### config.mk
export PLATFORM = sky130hd
export DESIGN_NAME = lane_rr_arbiter_flat
export DESIGN_NICKNAME = d
export VERILOG_FILES = /design/src/rtl/lane_rr_arbiter_if.sv /design/src/rtl/lane_rr_arbiter.sv /design/src/flat_wrapper.sv
export SDC_FILE = /design/constraint.sdc
export NUM_CORES = 1
export LEC_CHECK = 0
export ABC_AREA = 1
export ABC_CLOCK_PERIOD_IN_PS = 12600
export CAP_MARGIN = 0
export CORE_MARGIN = 10
export CORE_UTILIZATION = 50
export DETAILED_ROUTE_END_ITERATION = 12
export PLACE_DENSITY = 0.87
export RECOVER_POWER = 25
export SLEW_MARGIN = 15
export SYNTH_ARGS = -nofsm -noshare
export SYNTH_HDL_FRONTEND = slang
export SYNTH_SLANG_ARGS = --single-unit
### constraint.sdc
create_clock -name clk_f -period 12.6 [get_ports clk_f]
set_input_delay 1.26 -clock clk_f [delete_from_list [all_inputs] [get_ports clk_f]]
set_output_delay 1.26 -clock clk_f [all_outputs]
set_load 0.02 [all_outputs]
### src/rtl/lane_rr_arbiter_if.sv
// ---------------------------------------------------------------------------
// lane_rr_arbiter_if
// Bundles the four lane inputs, the downstream handshake and the status
// outputs of lane_rr_arbiter so they travel as one port.
//
// Signals
//   data_0..data_3   lane payloads (8 bits each), driven by the lane sources
//   valid_0..valid_3 lane N payload present this cycle
//   out_ready        downstream accepts data_out this cycle
//   data_out         scheduled payload (8 bits)
//   valid_out        data_out holds an undelivered payload
//   grant            lane index of the payload in data_out (2 bits)
//   full_0..full_3   lane N holding register occupied
//   drop_cnt         saturating count of discarded lane payloads (8 bits)
//
// Modports
//   master  the side that drives the lanes and out_ready (sources/sink)
//   slave   the arbiter itself
// ---------------------------------------------------------------------------
interface lane_rr_arbiter_if;

    logic [7:0] data_0;
    logic [7:0] data_1;
    logic [7:0] data_2;
    logic [7:0] data_3;
    logic       valid_0;
    logic       valid_1;
    logic       valid_2;
    logic       valid_3;
    logic       out_ready;

    logic [7:0] data_out;
    logic       valid_out;
    logic [1:0] grant;
    logic       full_0;
    logic       full_1;
    logic       full_2;
    logic       full_3;
    logic [7:0] drop_cnt;

    modport master (
        output data_0, data_1, data_2, data_3,
        output valid_0, valid_1, valid_2, valid_3,
        output out_ready,
        input  data_out, valid_out, grant,
        input  full_0, full_1, full_2, full_3,
        input  drop_cnt
    );

    modport slave (
        input  data_0, data_1, data_2, data_3,
        input  valid_0, valid_1, valid_2, valid_3,
        input  out_ready,
        output data_out, valid_out, grant,
        output full_0, full_1, full_2, full_3,
        output drop_cnt
    );

endinterface

### src/rtl/lane_rr_arbiter.sv
// ---------------------------------------------------------------------------
// lane_rr_arbiter
// Four-lane round-robin arbiter. Each lane has a single-entry holding
// register; a registered output stage presents one held payload at a time
// to a ready/valid downstream. Payloads arriving at a lane whose holding
// register is occupied (and not being drained that cycle) are discarded and
// counted in a saturating drop counter.
//
// Ports
//   clk_f    in   rising-edge clock
//   reset_L  in   asynchronous active-low reset
//   bus      slave modport of lane_rr_arbiter_if (lane inputs, out_ready,
//            data_out/valid_out/grant, full_N flags, drop_cnt)
// ---------------------------------------------------------------------------
module lane_rr_arbiter (
    input  logic                clk_f,
    input  logic                reset_L,
    lane_rr_arbiter_if.slave    bus
);

    logic [3:0] lane_valid;
    logic [7:0] lane_data [4];

    logic [3:0] occ;
    logic [7:0] hold [4];
    logic [1:0] ptr;

    logic [7:0] data_out_r;
    logic       valid_out_r;
    logic [1:0] grant_r;
    logic [7:0] drop_cnt_r;

    logic       loadable;
    logic       sel_found;
    logic [1:0] sel_idx;
    logic [1:0] cand;
    logic [3:0] drain;
    logic [3:0] capture;
    logic [3:0] drop;
    logic [2:0] drop_num;
    logic [8:0] drop_sum;
    logic [7:0] drop_cnt_next;

    assign lane_valid   = {bus.valid_3, bus.valid_2, bus.valid_1, bus.valid_0};
    assign lane_data[0] = bus.data_0;
    assign lane_data[1] = bus.data_1;
    assign lane_data[2] = bus.data_2;
    assign lane_data[3] = bus.data_3;

    // The output register can take a new payload when it is empty or its
    // current payload is being consumed at this edge.
    assign loadable = !valid_out_r || bus.out_ready;

    // Round-robin search starting one past the last grant. The offset of 4
    // wraps back to ptr itself, so the last-granted lane is tried last.
    always_comb begin
        sel_found = 1'b0;
        sel_idx   = ptr;
        cand      = ptr;
        for (int i = 1; i <= 4; i++) begin
            cand = ptr + 2'(i);
            if (!sel_found && occ[cand]) begin
                sel_found = 1'b1;
                sel_idx   = cand;
            end
        end
    end

    // A lane is drained only when the output stage can accept it. A lane
    // being drained can be refilled in the same cycle; an occupied lane that
    // is not drained loses the incoming payload.
    always_comb begin
        drain = 4'b0000;
        if (loadable && sel_found) begin
            drain[sel_idx] = 1'b1;
        end
        capture = lane_valid & (~occ | drain);
        drop    = lane_valid & occ & ~drain;
    end

    // Up to four drops can land in one cycle; the counter clamps at 255.
    always_comb begin
        drop_num      = 3'(drop[0]) + 3'(drop[1]) + 3'(drop[2]) + 3'(drop[3]);
        drop_sum      = {1'b0, drop_cnt_r} + 9'(drop_num);
        drop_cnt_next = drop_sum[8] ? 8'hFF : drop_sum[7:0];
    end

    // Lane holding registers and occupancy flags. Capture wins over drain
    // so a simultaneous drain and refill leaves the lane occupied.
    always_ff @(posedge clk_f or negedge reset_L) begin
        if (!reset_L) begin
            occ <= 4'b0000;
            for (int n = 0; n < 4; n++) begin
                hold[n] <= 8'h00;
            end
        end else begin
            for (int n = 0; n < 4; n++) begin
                if (capture[n]) begin
                    hold[n] <= lane_data[n];
                    occ[n]  <= 1'b1;
                end else if (drain[n]) begin
                    occ[n]  <= 1'b0;
                end
            end
        end
    end

    // Output stage and grant pointer. With nothing to load, valid_out drops
    // but data_out, grant and ptr keep their last values.
    always_ff @(posedge clk_f or negedge reset_L) begin
        if (!reset_L) begin
            data_out_r  <= 8'h00;
            valid_out_r <= 1'b0;
            grant_r     <= 2'd0;
            ptr         <= 2'd3;
        end else if (loadable) begin
            if (sel_found) begin
                data_out_r  <= hold[sel_idx];
                valid_out_r <= 1'b1;
                grant_r     <= sel_idx;
                ptr         <= sel_idx;
            end else begin
                valid_out_r <= 1'b0;
            end
        end
    end

    // Drop counter.
    always_ff @(posedge clk_f or negedge reset_L) begin
        if (!reset_L) begin
            drop_cnt_r <= 8'h00;
        end else begin
            drop_cnt_r <= drop_cnt_next;
        end
    end

    assign bus.data_out  = data_out_r;
    assign bus.valid_out = valid_out_r;
    assign bus.grant     = grant_r;
    assign bus.full_0    = occ[0];
    assign bus.full_1    = occ[1];
    assign bus.full_2    = occ[2];
    assign bus.full_3    = occ[3];
    assign bus.drop_cnt  = drop_cnt_r;

endmodule

### src/flat_wrapper.sv
// flat-port wrapper written by rule: the top's interface ports become plain ports
module lane_rr_arbiter_flat 
  (clk_f, reset_L, bus_data_0, bus_data_1, bus_data_2, bus_data_3, bus_valid_0, bus_valid_1, bus_valid_2, bus_valid_3, bus_out_ready, bus_data_out, bus_valid_out, bus_grant, bus_full_0, bus_full_1, bus_full_2, bus_full_3, bus_drop_cnt);
  lane_rr_arbiter_if bus_i ();
  input  logic clk_f;
  input  logic reset_L;
  input wire logic [$bits(bus_i.data_0)-1:0] bus_data_0;
  input wire logic [$bits(bus_i.data_1)-1:0] bus_data_1;
  input wire logic [$bits(bus_i.data_2)-1:0] bus_data_2;
  input wire logic [$bits(bus_i.data_3)-1:0] bus_data_3;
  input wire logic [$bits(bus_i.valid_0)-1:0] bus_valid_0;
  input wire logic [$bits(bus_i.valid_1)-1:0] bus_valid_1;
  input wire logic [$bits(bus_i.valid_2)-1:0] bus_valid_2;
  input wire logic [$bits(bus_i.valid_3)-1:0] bus_valid_3;
  input wire logic [$bits(bus_i.out_ready)-1:0] bus_out_ready;
  output wire logic [$bits(bus_i.data_out)-1:0] bus_data_out;
  output wire logic [$bits(bus_i.valid_out)-1:0] bus_valid_out;
  output wire logic [$bits(bus_i.grant)-1:0] bus_grant;
  output wire logic [$bits(bus_i.full_0)-1:0] bus_full_0;
  output wire logic [$bits(bus_i.full_1)-1:0] bus_full_1;
  output wire logic [$bits(bus_i.full_2)-1:0] bus_full_2;
  output wire logic [$bits(bus_i.full_3)-1:0] bus_full_3;
  output wire logic [$bits(bus_i.drop_cnt)-1:0] bus_drop_cnt;
  assign bus_i.data_0 = bus_data_0;
  assign bus_i.data_1 = bus_data_1;
  assign bus_i.data_2 = bus_data_2;
  assign bus_i.data_3 = bus_data_3;
  assign bus_i.valid_0 = bus_valid_0;
  assign bus_i.valid_1 = bus_valid_1;
  assign bus_i.valid_2 = bus_valid_2;
  assign bus_i.valid_3 = bus_valid_3;
  assign bus_i.out_ready = bus_out_ready;
  assign bus_data_out = bus_i.data_out;
  assign bus_valid_out = bus_i.valid_out;
  assign bus_grant = bus_i.grant;
  assign bus_full_0 = bus_i.full_0;
  assign bus_full_1 = bus_i.full_1;
  assign bus_full_2 = bus_i.full_2;
  assign bus_full_3 = bus_i.full_3;
  assign bus_drop_cnt = bus_i.drop_cnt;
  lane_rr_arbiter u_core (.clk_f(clk_f), .reset_L(reset_L), .bus(bus_i));
endmodule
==> qor.txt <==
Seq cells post-synth = 57
largest net degree at the start of global routing = 58
gpl congestion = 0.8332
Die Ht = 99.14 µm
GRT met2 Usage = 25.05%
CTS tree = yes
CTS Buffer Depth = 2
Clk pin slew, worst setup/hold paths = 0.06 ns
syn_area_per_cell = 7.989 µm²
post-cts sizing count = 0
GR peak layer = met2
layout cells sized above 1 = 13.22%
post-synthesis mux area share = 0%
library cells used by synthesis = 28
routed via count = 2758
Yosys top cell area share = 43.95%
diodes inserted = 0
CP Data Required Time = 12.88 ns
first-pass GRT wire length = 12.66 mm
primary flip-flop cell chosen by synthesis mapping = dfrtp_1
final clock skew = 0.005726 ns
Routed WL = 7.560 mm
Cell Area, Synth = 3132 µm²
core area = 5991 µm²
Hold Vio Cnt, Final = 0
Iteration-0 DRC Markers = 166
cell taking the most area after synthesis = dfrtp_1
status = complete, but fails checks
number of remaining DRC errors = 0
vias in the first global route = 2755
syn_nets = 438
Post-CTS Setup Inserts = 0
Post-synth EDFFs = 0
hold buffers post-CTS = 0
worst skew pair latency = 0.33 ns
fmax = 206.9 MHz
Setup TNS Final = 0 ns
grt met1 use = 18.45%
Syn Inst Count = 392
Final Cycle Share = 38.36%
io pins = 62
worst min path class = register to register
WL/cell = 14.29 µm
detailed-router iteration count before antenna repair = 4
Setup crit end kind = register
xor/xnor share of the synthesized area = 0%
Synth Area in Compound Gates = 2.757%
Rows = 28
synth cell count leaders = nand2_1, nand3_1, dfrtp_1, inv_1, nand2_2
Syn. warnings = 0
CP startpoint kind = input port
# fillers = 490
max-cap violations = 1
drt via density = 5.214
Starting Density = 52.28%
measured slew at the worst slew-check pin = 2.938 ns
Setup CP Type = input port to register
post-route design area = 3915 µm²
fin crit period = 4.833 ns
failing checks = max-capacitance violations, max-slew violations
# setup viols final = 0
met3 GRT Util = 4.775%
CTS Buf Count = 9
top-count cell post-synth = nand2_1
clk sinks = 57
Post-Place Cells = 514
Layout Cells excl Fill = 529
H-Tree Depth = 3
I/O Buffers = 61
Routed Antenna Nets = 0
Seq/Total Area, Yosys = 45.63%
DP Area = 3705 µm²
Max Slew Vio Count = 58
Synth Area in Adders = 3.276%
post-DP HPWL = 5.724 mm
DIE AREA = 9829 µm²
Synth Area in Simple Gates = 40.59%
die width = 99.14 µm
asr flop ratio synth = 100.0%
crit path DAT = 5.11 ns
grt ovf = 0
Rel. slew slack = -95.88%
Root Driver = clkbuf_8
largest family of logic cells by synthesized area = simple AND/OR/NAND/NOR gates
total track usage = 15.65%
antenna violations before repair = 0
RSZ-0062 raised after global routing = no
Synth area leaders = dfrtp_1, nand2_1, nand3_1
Nets = 496
crit path max fanout = 14
P&R area growth vs syn = 25.01%
## layout by cell type (no fill, tap or decap), drive strengths merged, types with 2 or more instances in the layout
master         netlist  routed
dfrtp               55      55
inv                 27      27
ha                   5       5
nand2              182     182
o21ai               10      10
clkbuf               0      14
nand3               68      68
nor3                 3       3
dfstp                2       2
nor2                16      16
clkdlybuf4s50        0      60
a21oi                3       3
fa                   2       2
## worst paths after layout
path	startpoint	to	slack, ns	depth (start not counted)
setup / recovery	bus_out_ready	u_core.bus.drop_cnt[7]$_DFF_PN0_	7.77	22
hold / removal	u_core.hold[7]$_DFFE_PN0P_	u_core.hold[7]$_DFFE_PN0P_	0.48	2
setup reg to reg	u_core.ptr[0]$_DFFE_PN1P_	u_core.bus.drop_cnt[7]$_DFF_PN0_	7.87	26
hold reg to reg	u_core.hold[7]$_DFFE_PN0P_	u_core.hold[7]$_DFFE_PN0P_	0.48	2
max in group asynchronous	reset_L	u_core.hold[29]$_DFFE_PN0P_	8.97	2
min in group asynchronous	reset_L	u_core.hold[14]$_DFFE_PN0P_	1.97	2
## per-layer routing
| layer | vias up | part of all wire, % |
|---|---|---|
| met3 | 18 | 6.0 |
| met2 | 78 | 49 |
| met1 | 1300 | 42 |
| li1 | 1362 | - |
| met5 | - | 0 |
| met4 | 0 | 2.8 |
## critical path, stage by stage
cell and delay [ns]:
clkdlybuf4s50_1 0.45, inv_1 0.03, nand2_1 0.11, nand2_4 0.15, nor2_2 0.16, nand2_1 0.08
nand2_2 0.18, nor2_1 0.09, ha_1 0.30, fa_1 0.40, ha_1 0.31, inv_1 0.06
fa_1 0.41, nor2_1 0.16, nor2_1 0.07, nor3_1 0.21, inv_1 0.07, nor3_1 0.23
inv_1 0.15, o21ai_0 0.10, a21oi_1 0.06, inv_1 0.05
## cell families (layout without fill, tap and decap cells)
group                    after synthesis  after routing
buffers and inverters                 42            104
adder cells (fa/ha/maj)                7              7
AND/OR/NAND/NOR                      270            270
AO/OA/AOI/OAI                         16             16
flip-flops                            57             57
## cell type report
class / count / area, µm² / area share, %
timing repair buffer: 62 / 609.3 / 15.56
clock inverter: 2 / 35.03 / 0.8949
multi-input combinational: 293 / 1460 / 37.30
tap: 75 / 93.84 / 2.397
inverter: 27 / 108.9 / 2.780
clock buffer: 13 / 178.9 / 4.570
sequential: 57 / 1429 / 36.50
## through the flow
| stage | utilization, % | hold WS (ns) | setup WS, ns |
|---|---|---|---|
| 3_5_place_dp | 61.84 | 0.4587 | 7.411 |
| 4_1_cts | 65.41 | 0.4731 | 7.761 |
| 3_3_place_gp | 61.84 | 0.4570 | 7.626 |
| 2_1_floorplan | - | 0.4422 | 8.284 |
| 5_1_grt | 65.35 | 0.4935 | 7.435 |
| 6_report | 65.35 | 0.4766 | 7.767 |
## flip-flops by register name, summed over array words and instances, names as in the netlist
| signal | count |
|---|---|
| u_core.bus.grant | 2 |
| u_core.occ | 4 |
| u_core.bus.data_out | 8 |
| u_core.hold | 32 |
| u_core.ptr | 2 |
| u_core.bus.drop_cnt | 8 |
| u_core.bus.valid_out | 1 |
Power is not shown: default switching activity piles up to over one toggle a cycle in this logic, so the estimate is an artifact.
